--- config.mk ---
export PLATFORM = sky130hd
export DESIGN_NAME = multicycle_control
export DESIGN_NICKNAME = d
export VERILOG_FILES = /design/src/rtl/multicycle_control.sv
export SDC_FILE = /design/constraint.sdc
export NUM_CORES = 1
export LEC_CHECK = 0
export CAP_MARGIN = 15
export CELL_PAD_IN_SITES_DETAIL_PLACEMENT = 0
export CELL_PAD_IN_SITES_GLOBAL_PLACEMENT = 1
export CORE_MARGIN = 1.5
export CORE_UTILIZATION = 29
export DETAILED_ROUTE_END_ITERATION = 8
export HOLD_SLACK_MARGIN = 0.12
export PLACE_DENSITY_LB_ADDON = 0.2
export SETUP_SLACK_MARGIN = 0.05
export SLEW_MARGIN = 20
export SYNTH_ARGS = -nofsm -noshare
export SYNTH_HDL_FRONTEND = slang
export SYNTH_SLANG_ARGS = --single-unit
--- constraint.sdc ---
create_clock -name clk -period 3.9 [get_ports clk]
set_clock_uncertainty 0.15 [all_clocks]
set_input_delay 0.78 -clock clk [delete_from_list [all_inputs] [get_ports clk]]
set_output_delay 0.78 -clock clk [all_outputs]
set_load 0.01 [all_outputs]
--- src/rtl/multicycle_control.sv ---
// Multi-cycle RV32I main controller: sequences fetch/decode/execute/memory/writeback,
// waits on a variable-latency memory and traps on illegal opcodes or memory timeouts.
module multicycle_control #(
    parameter int ALUOP_W     = 4,
    parameter int MEM_TIMEOUT = 15
) (
    input  logic               clk,
    input  logic               rst,
    input  logic [31:0]        instruction,
    input  logic               zero,
    input  logic               mem_ready,
    output logic               PCWrite,
    output logic               IRWrite,
    output logic               MemRead,
    output logic               MemWrite,
    output logic               RegWrite,
    output logic               IorD,
    output logic               ALUSrcA,
    output logic [1:0]         ALUSrcB,
    output logic               MemtoReg,
    output logic               PCSrc,
    output logic [ALUOP_W-1:0] ALUOp,
    output logic               trap,
    output logic [1:0]         trap_cause
);

    typedef enum logic [3:0] {
        S_FETCH    = 4'd0,
        S_DECODE   = 4'd1,
        S_EXEC_R   = 4'd2,
        S_EXEC_I   = 4'd3,
        S_MEM_ADDR = 4'd4,
        S_MEM_RD   = 4'd5,
        S_MEM_WR   = 4'd6,
        S_WB_ALU   = 4'd7,
        S_WB_MEM   = 4'd8,
        S_BRANCH   = 4'd9,
        S_TRAP     = 4'd10
    } state_t;

    localparam logic [6:0] OP_R      = 7'b0110011;
    localparam logic [6:0] OP_I      = 7'b0010011;
    localparam logic [6:0] OP_LOAD   = 7'b0000011;
    localparam logic [6:0] OP_STORE  = 7'b0100011;
    localparam logic [6:0] OP_BRANCH = 7'b1100011;
    localparam logic [7:0] TMO_LIMIT = 8'(MEM_TIMEOUT);

    state_t      state_q, state_d;
    logic [7:0]  tmo_cnt_q, tmo_cnt_d;
    logic [1:0]  cause_q, cause_d;

    logic [6:0]  opcode_s;
    logic [2:0]  funct3_s;
    logic        waiting_s;
    logic        timeout_s;
    logic        unused_s;

    logic        pc_write_s, ir_write_s, mem_read_s, mem_write_s, reg_write_s;
    logic [3:0]  alu_op_s;

    assign opcode_s  = instruction[6:0];
    assign funct3_s  = instruction[14:12];
    assign unused_s  = ^{instruction[31], instruction[29:15], instruction[11:7]};

    // Memory wait tracking: only FETCH, MEM_RD and MEM_WR wait on mem_ready
    always_comb begin
        waiting_s = 1'b0;
        if ((state_q == S_FETCH) || (state_q == S_MEM_RD) || (state_q == S_MEM_WR)) begin
            waiting_s = ~mem_ready;
        end else begin
            waiting_s = 1'b0;
        end
        timeout_s = waiting_s && (tmo_cnt_q >= TMO_LIMIT);
        tmo_cnt_d = waiting_s ? (tmo_cnt_q + 8'd1) : 8'd0;
    end

    // State, timeout counter and trap cause registers
    always_ff @(posedge clk) begin
        if (rst) begin
            state_q   <= S_FETCH;
            tmo_cnt_q <= 8'd0;
            cause_q   <= 2'b00;
        end else begin
            state_q   <= state_d;
            tmo_cnt_q <= tmo_cnt_d;
            cause_q   <= cause_d;
        end
    end

    // Next-state logic
    always_comb begin
        state_d = state_q;
        cause_d = cause_q;
        case (state_q)
            S_FETCH: begin
                if (mem_ready) begin
                    state_d = S_DECODE;
                end else if (timeout_s) begin
                    state_d = S_TRAP;
                    cause_d = 2'b10;
                end else begin
                    state_d = S_FETCH;
                end
            end
            S_DECODE: begin
                case (opcode_s)
                    OP_R:     state_d = S_EXEC_R;
                    OP_I:     state_d = S_EXEC_I;
                    OP_LOAD, OP_STORE: begin
                        if (funct3_s == 3'b010) begin
                            state_d = S_MEM_ADDR;
                        end else begin
                            state_d = S_TRAP;
                            cause_d = 2'b01;
                        end
                    end
                    OP_BRANCH: begin
                        if (funct3_s[2:1] == 2'b00) begin
                            state_d = S_BRANCH;
                        end else begin
                            state_d = S_TRAP;
                            cause_d = 2'b01;
                        end
                    end
                    default: begin
                        state_d = S_TRAP;
                        cause_d = 2'b01;
                    end
                endcase
            end
            S_EXEC_R, S_EXEC_I: state_d = S_WB_ALU;
            S_MEM_ADDR: state_d = (opcode_s == OP_LOAD) ? S_MEM_RD : S_MEM_WR;
            S_MEM_RD, S_MEM_WR: begin
                if (mem_ready) begin
                    state_d = (state_q == S_MEM_RD) ? S_WB_MEM : S_FETCH;
                end else if (timeout_s) begin
                    state_d = S_TRAP;
                    cause_d = 2'b10;
                end else begin
                    state_d = state_q;
                end
            end
            S_WB_ALU, S_WB_MEM, S_BRANCH: state_d = S_FETCH;
            S_TRAP:  state_d = S_TRAP;
            default: state_d = S_FETCH;
        endcase
    end

    // Output decode from state; fetch and branch enables also look at inputs
    always_comb begin
        pc_write_s  = 1'b0;
        ir_write_s  = 1'b0;
        mem_read_s  = 1'b0;
        mem_write_s = 1'b0;
        reg_write_s = 1'b0;
        IorD        = 1'b0;
        ALUSrcA     = 1'b0;
        ALUSrcB     = 2'b00;
        MemtoReg    = 1'b0;
        PCSrc       = 1'b0;
        alu_op_s    = 4'b0000;
        case (state_q)
            S_FETCH: begin
                mem_read_s = 1'b1;
                ALUSrcB    = 2'b01;
                ir_write_s = mem_ready;
                pc_write_s = mem_ready;
            end
            S_DECODE: ALUSrcB = 2'b10;
            S_EXEC_R: begin
                ALUSrcA  = 1'b1;
                alu_op_s = {instruction[30], funct3_s};
            end
            S_EXEC_I: begin
                ALUSrcA  = 1'b1;
                ALUSrcB  = 2'b10;
                alu_op_s = {instruction[30] & (funct3_s == 3'b101), funct3_s};
            end
            S_MEM_ADDR: begin
                ALUSrcA = 1'b1;
                ALUSrcB = 2'b10;
            end
            S_MEM_RD: begin
                IorD       = 1'b1;
                mem_read_s = 1'b1;
            end
            S_MEM_WR: begin
                IorD        = 1'b1;
                mem_write_s = 1'b1;
            end
            S_WB_ALU: reg_write_s = 1'b1;
            S_WB_MEM: begin
                reg_write_s = 1'b1;
                MemtoReg    = 1'b1;
            end
            S_BRANCH: begin
                ALUSrcA    = 1'b1;
                alu_op_s   = 4'b1000;
                PCSrc      = 1'b1;
                pc_write_s = funct3_s[0] ? ~zero : zero;
            end
            S_TRAP:  alu_op_s = 4'b0000;
            default: alu_op_s = 4'b0000;
        endcase
    end

    // Enables forced low during reset so an aborted access issues no writes
    always_comb begin
        PCWrite    = pc_write_s  & ~rst;
        IRWrite    = ir_write_s  & ~rst;
        MemRead    = mem_read_s  & ~rst;
        MemWrite   = mem_write_s & ~rst;
        RegWrite   = reg_write_s & ~rst;
        ALUOp      = '0;
        ALUOp[3:0] = alu_op_s;
        trap       = (state_q == S_TRAP);
        trap_cause = cause_q;
    end

endmodule

Word level (Yosys, flattened, before mapping)
Index checks and enable logic that the tools add are counted.
{ "op_classes": {"add_sub_neg": 1, "bitwise": 10, "eq_ne": 23, "n_reduce_logical": 17, "mux": 29, "order_cmp": 1} }
{ "op_table": {"columns": ["operator", "count"], "rows": [
  ["2-to-1 mux 4 bit", 6],
  ["one-hot mux 4 bit (6 select lines)", 1],
  ["== test 4 x 3 -> 1 bit (second input constant)", 4],
  ["one-hot mux 4 bit (4 select lines)", 1],
  ["== test 7 x 6 -> 1 bit (second input constant)", 2],
  ["OR reduction 2 bit", 7],
  ["== test 4 bit (second input constant)", 3],
  ["2-to-1 mux 2 bit", 6],
  ["one-hot mux 4 bit (3 select lines)", 1],
  ["2-to-1 mux 1 bit", 10],
  ["adder 8 x 1 -> 8 bit (second input constant)", 1],
  ["== test 4 x 2 -> 1 bit (second input constant)", 2],
  [">= comparator 8 x 4 -> 1 bit (second input constant)", 1],
  ["one-hot mux 2 bit (2 select lines)", 2],
  ["== test 7 x 2 -> 1 bit (second input constant)", 1],
  ["== test 7 x 5 -> 1 bit (second input constant)", 1],
  ["== test 7 bit (second input constant)", 1],
  ["AND 1 bit", 6],
  ["!= test 3 bit (second input constant)", 2],
  ["one-hot mux 2 bit (3 select lines)", 1],
  ["AND reduction 6 bit", 1],
  ["OR reduction 3 bit", 2],
  ["== test 4 x 1 -> 1 bit (second input constant)", 1],
  ["logical NOT 4 bit", 1],
  ["other kinds (12)", 17]
]} }
{ "word_totals": {"in_bits": 36, "register_bits": 14, "wordCells": 84, "out_inout_bits": 18} }

Depth between registers and ports, before layout
{ "logic_depth": {"ltp_word": 8, "mapped_depth": 6, "ltp_nobuf": 5} }

Worst setup path after synthesis
No wires, ideal clock.
{ "synth_path": {"kind": "register to output", "startpoint": "register state_q[0]", "endpoint": "output port PCWrite", "t_arrival_ns": 1.463, "slack_ns": 1.507, "t_required_ns": 2.970, "path_stages_with_launch": 6, "path_buffers": 1, "path_cell_list": "dfxtp_1 > buf_2 > or2_2 > nor3_1 > nand2_1 > a21oi_1"} }
{ "synth_via": {"elab_chain_len": 3, "elab_cells_between_ends": 4, "cone_classes": "1 x eq/ne; 1 x mux; 1 x bitwise; 1 x reduce/logical"} }
{ "synth_lines": {"columns": ["item", "line", "rtl"], "rows": [
  ["start: declaration", "48", "state_t state_q, state_d;"],
  ["start signal: assignment", "84", "state_q <= state_d;"],
  ["== test 4 bit or logical NOT 4 bit (tied branches)", "162", "case (state_q)"],
  ["one-hot mux 1 bit (2 select lines) *", "162", null],
  ["AND 1 bit *", "209", "PCWrite = pc_write_s & ~rst;"],
  ["end: declaration", "12", "output logic PCWrite,"]
]} }
Mark *: on every way between the ends. The rest lies on a longest branch, timed or not.

Final worst setup path
{ "layout_path": {"startpoint": "input port mem_ready", "endpoint": "output port PCWrite"} }
{ "layout_via": {"elab_chain_len": 2} }
{ "layout_lines": {"columns": ["item", "line", "rtl"], "rows": [
  ["start: declaration", "11", "input logic mem_ready,"],
  ["one-hot mux 1 bit (2 select lines)", "162", null],
  ["AND 1 bit", "209", null]
]} }
No other way between the ends.

==> run metrics <==
Slew headroom 0.5780; WP data arrival 2330 ps; sequential-to-total area share from yosys stat 0.2705; synthesized flop and latch total 14; hold buffer count at cts 0; CTS tree done; critical path endpoint category primary output; cts repair resizes 0; GR Overflow Total 0; # Post-CTS Setup Buffers 0; Max FO, Critical Path 8; H-tree depth 1; origin of the worst setup path mem_ready; Routed wire per std cell 13.45 µm; initial DRC count 52; Layout area overhead 39.25%; Sw Ratio 0.4189; std cell rows 21; predominant post-synthesis flop cell dfxtp_1; top-area cell type share of the netlist area 0.2705; Worst Setup EP PCWrite; Synth Cell Area 0.001036 mm²; routed vias 1,148; most frequent cells in the layout clkdlybuf4s50_1 (32), nor2_1 (20), dfxtp_1 (14); Cells after Synth 134; post-synth top area cell dfxtp_1; Sw Pwr 0.0003437 W; synth top area cells dfxtp_1 (27%), nor2_1 (7.2%), nand2b_1 (4.2%), xnor2_1 (4.2%), nand2_1 (3.6%); share of layout cells above drive strength 1 0.08434; Finished Layout Cells 212; Clock power frac 0.128; Die W 62.77 µm; Post-Place Cell Area 0.001406 mm²; vias in the first global route 991; Net Count, Synth 171; HPWL Detailed 2186 µm; RSZ-0062 raised after global routing no; syn avg cell area 7.731 µm²; Root Driver clkbuf_4; max cap viols 0; GRT Resource Usage Total 0.1454; internal power 0.0004768 W; DR vias/cell 5.415; crit path time final 3260 ps; Routed Antenna Nets 0; Worst-Skew Late Latency 280 ps; Power Density 568.8 mW/mm²; Crit Path Class primary input to primary output; Netlist cell types 43; commonest non-fill, non-tap cell in the layout clkdlybuf4s50_1; Final Max Tran Viols 0; Fillers 355; Reg-to-Reg End state_q[3]; initial core utilization 0.3056; TritonCTS buffer count 3; core footprint 0.003390 mm²; first-pass detailed-route iteration total 4; Final Instance Area 0.001443 mm²; Placer Congestion 0.8135; Die H 62.77 µm; Reg2Reg Depth 4; Final setup viols 0; initial antenna violation count 0; period utilisation layout 0.8360; CTS Buffer Depth 2; PortBufs 32; Worst Max-Slew Pin Slew 632.1 ps; final worst slack 639.8 ps; Final Hold Vio Count 0; Placed Instances 208; peak supply drop 238.9 µV; Comb pwr share 0.618; register-to-register setup slack 1810 ps; Sum Neg Setup Slack 0 ps; largest net degree at the start of global routing 20; Setup WS pre-CTS 661.9 ps; Hold Path Cell Cnt 1; clock sinks 14; Hold WC Path Type register to register; Final nets 204; EDFF count, synth 0; R2R Path Start state_q[2]; Top-Level Pins 54; global-route wire length before repair 4629 µm; Required @ worst endpoint 2970 ps; antenna diode count 0; drt drc 0; status complete, no violations; sequential share of power 0.254; fmax 0.3067 GHz; clock slew seen by the registers of the worst setup and hold paths 90 ps; Async SR Flop Fraction 0; Die ar. 0.003940 mm²; CP Launch Type primary input; P_leak 0.4982 nW; Synth warnings 0; final WL 2852 µm
[critical path, cell delays in order]
cell and delay, ps:
clkdlybuf4s50_1 660, nand2_1 150, a21oi_1 170, clkdlybuf4s50_1 570
[logic make-up (layout without fill, tap and decap cells)]
logic type      Yosys count  in the layout  share of synthesized area
compound gates           33             33                     0.2500
xor+xnor                  9              9                    0.07608
fa+ha+maj                 1              1                    0.01208
buf+inv                  10             42                    0.03985
flops                    14             14                     0.2705
simple gates             67             67                     0.3514
[cell type report]
cell class / instances / area (µm²) / share of cell area
Multi-Input combinational cell: 110 / 714.4 / 0.4952
Sequential cell: 14 / 280.3 / 0.1943
Inverter: 3 / 11.26 / 0.007806
Tap cell: 46 / 57.56 / 0.03990
Timing Repair Buffer: 35 / 342.8 / 0.2376
Clock buffer: 4 / 36.28 / 0.02515
[layer usage]
layer | GRT usage | part of all wire
met4 | 0.02500 | 0.0049
met5 | 0 | 0
met2 | 0.2043 | 0.43
met1 | 0.2226 | 0.49
met3 | 0.03784 | 0.075
[power by group through the flow]
| stage | Combinational [W] | Clock, W | Sequential [W] |
|---|---|---|---|
| 4_1_cts | 0.000508 | 0.000109 | 0.000208 |
| 5_1_grt | 0.000551 | 0.000119 | 0.000214 |
| 3_5_place_dp | 0.000506 | 0 | 0.000211 |
| 3_3_place_gp | 0.000507 | 0 | 0.000209 |
| 6_report | 0.000507 | 0.000105 | 0.000209 |
| 2_1_floorplan | 0.000314 | 0 | 0.000190 |
[synthesized netlist by cell type (all sizes together), types with 2 or more instances]
library cell / number
nand4: 2
a31oi: 2
a211oi: 4
a221oi: 2
dfxtp: 14
nand2b: 7
nand3: 2
a21oi: 6
xnor2: 5
inv: 3
and3: 5
nand2: 10
nor2: 20
nor3: 4
o22ai: 2
clkbuf: 3
nand3b: 3
nor2b: 4
buf: 4
xor2: 4
o21ai: 4
nor4: 4
[worst min-delay path by stage]
stage	slack, ps	from	endpoint
2_1_floorplan	270	tmo_cnt_q[0]	tmo_cnt_q[0]
3_3_place_gp	280	tmo_cnt_q[0]	tmo_cnt_q[0]
3_5_place_dp	290	tmo_cnt_q[0]	tmo_cnt_q[0]
4_1_cts	320	tmo_cnt_q[0]	tmo_cnt_q[0]
5_1_grt	360	tmo_cnt_q[0]	tmo_cnt_q[0]
6_report	310	tmo_cnt_q[0]	tmo_cnt_q[0]
[flip-flops by register name, indices dropped and copies added (netlist names)]
name and flops:
trap_cause 2, tmo_cnt_q 8, state_q 4
[stage by stage]
stage / utilization / total power [W] / hold slack, ps
after floorplan: - / 0.0005040 / 267.9
after global placement: 0.4149 / 0.0007161 / 282.0
after detailed placement: 0.4149 / 0.0007161 / 294.4
after CTS: 0.4256 / 0.0008248 / 315.0
after global routing: 0.4256 / 0.0008835 / 355.1
final: 0.4256 / 0.0008205 / 310.7
(Power assumes the default switching activity.)
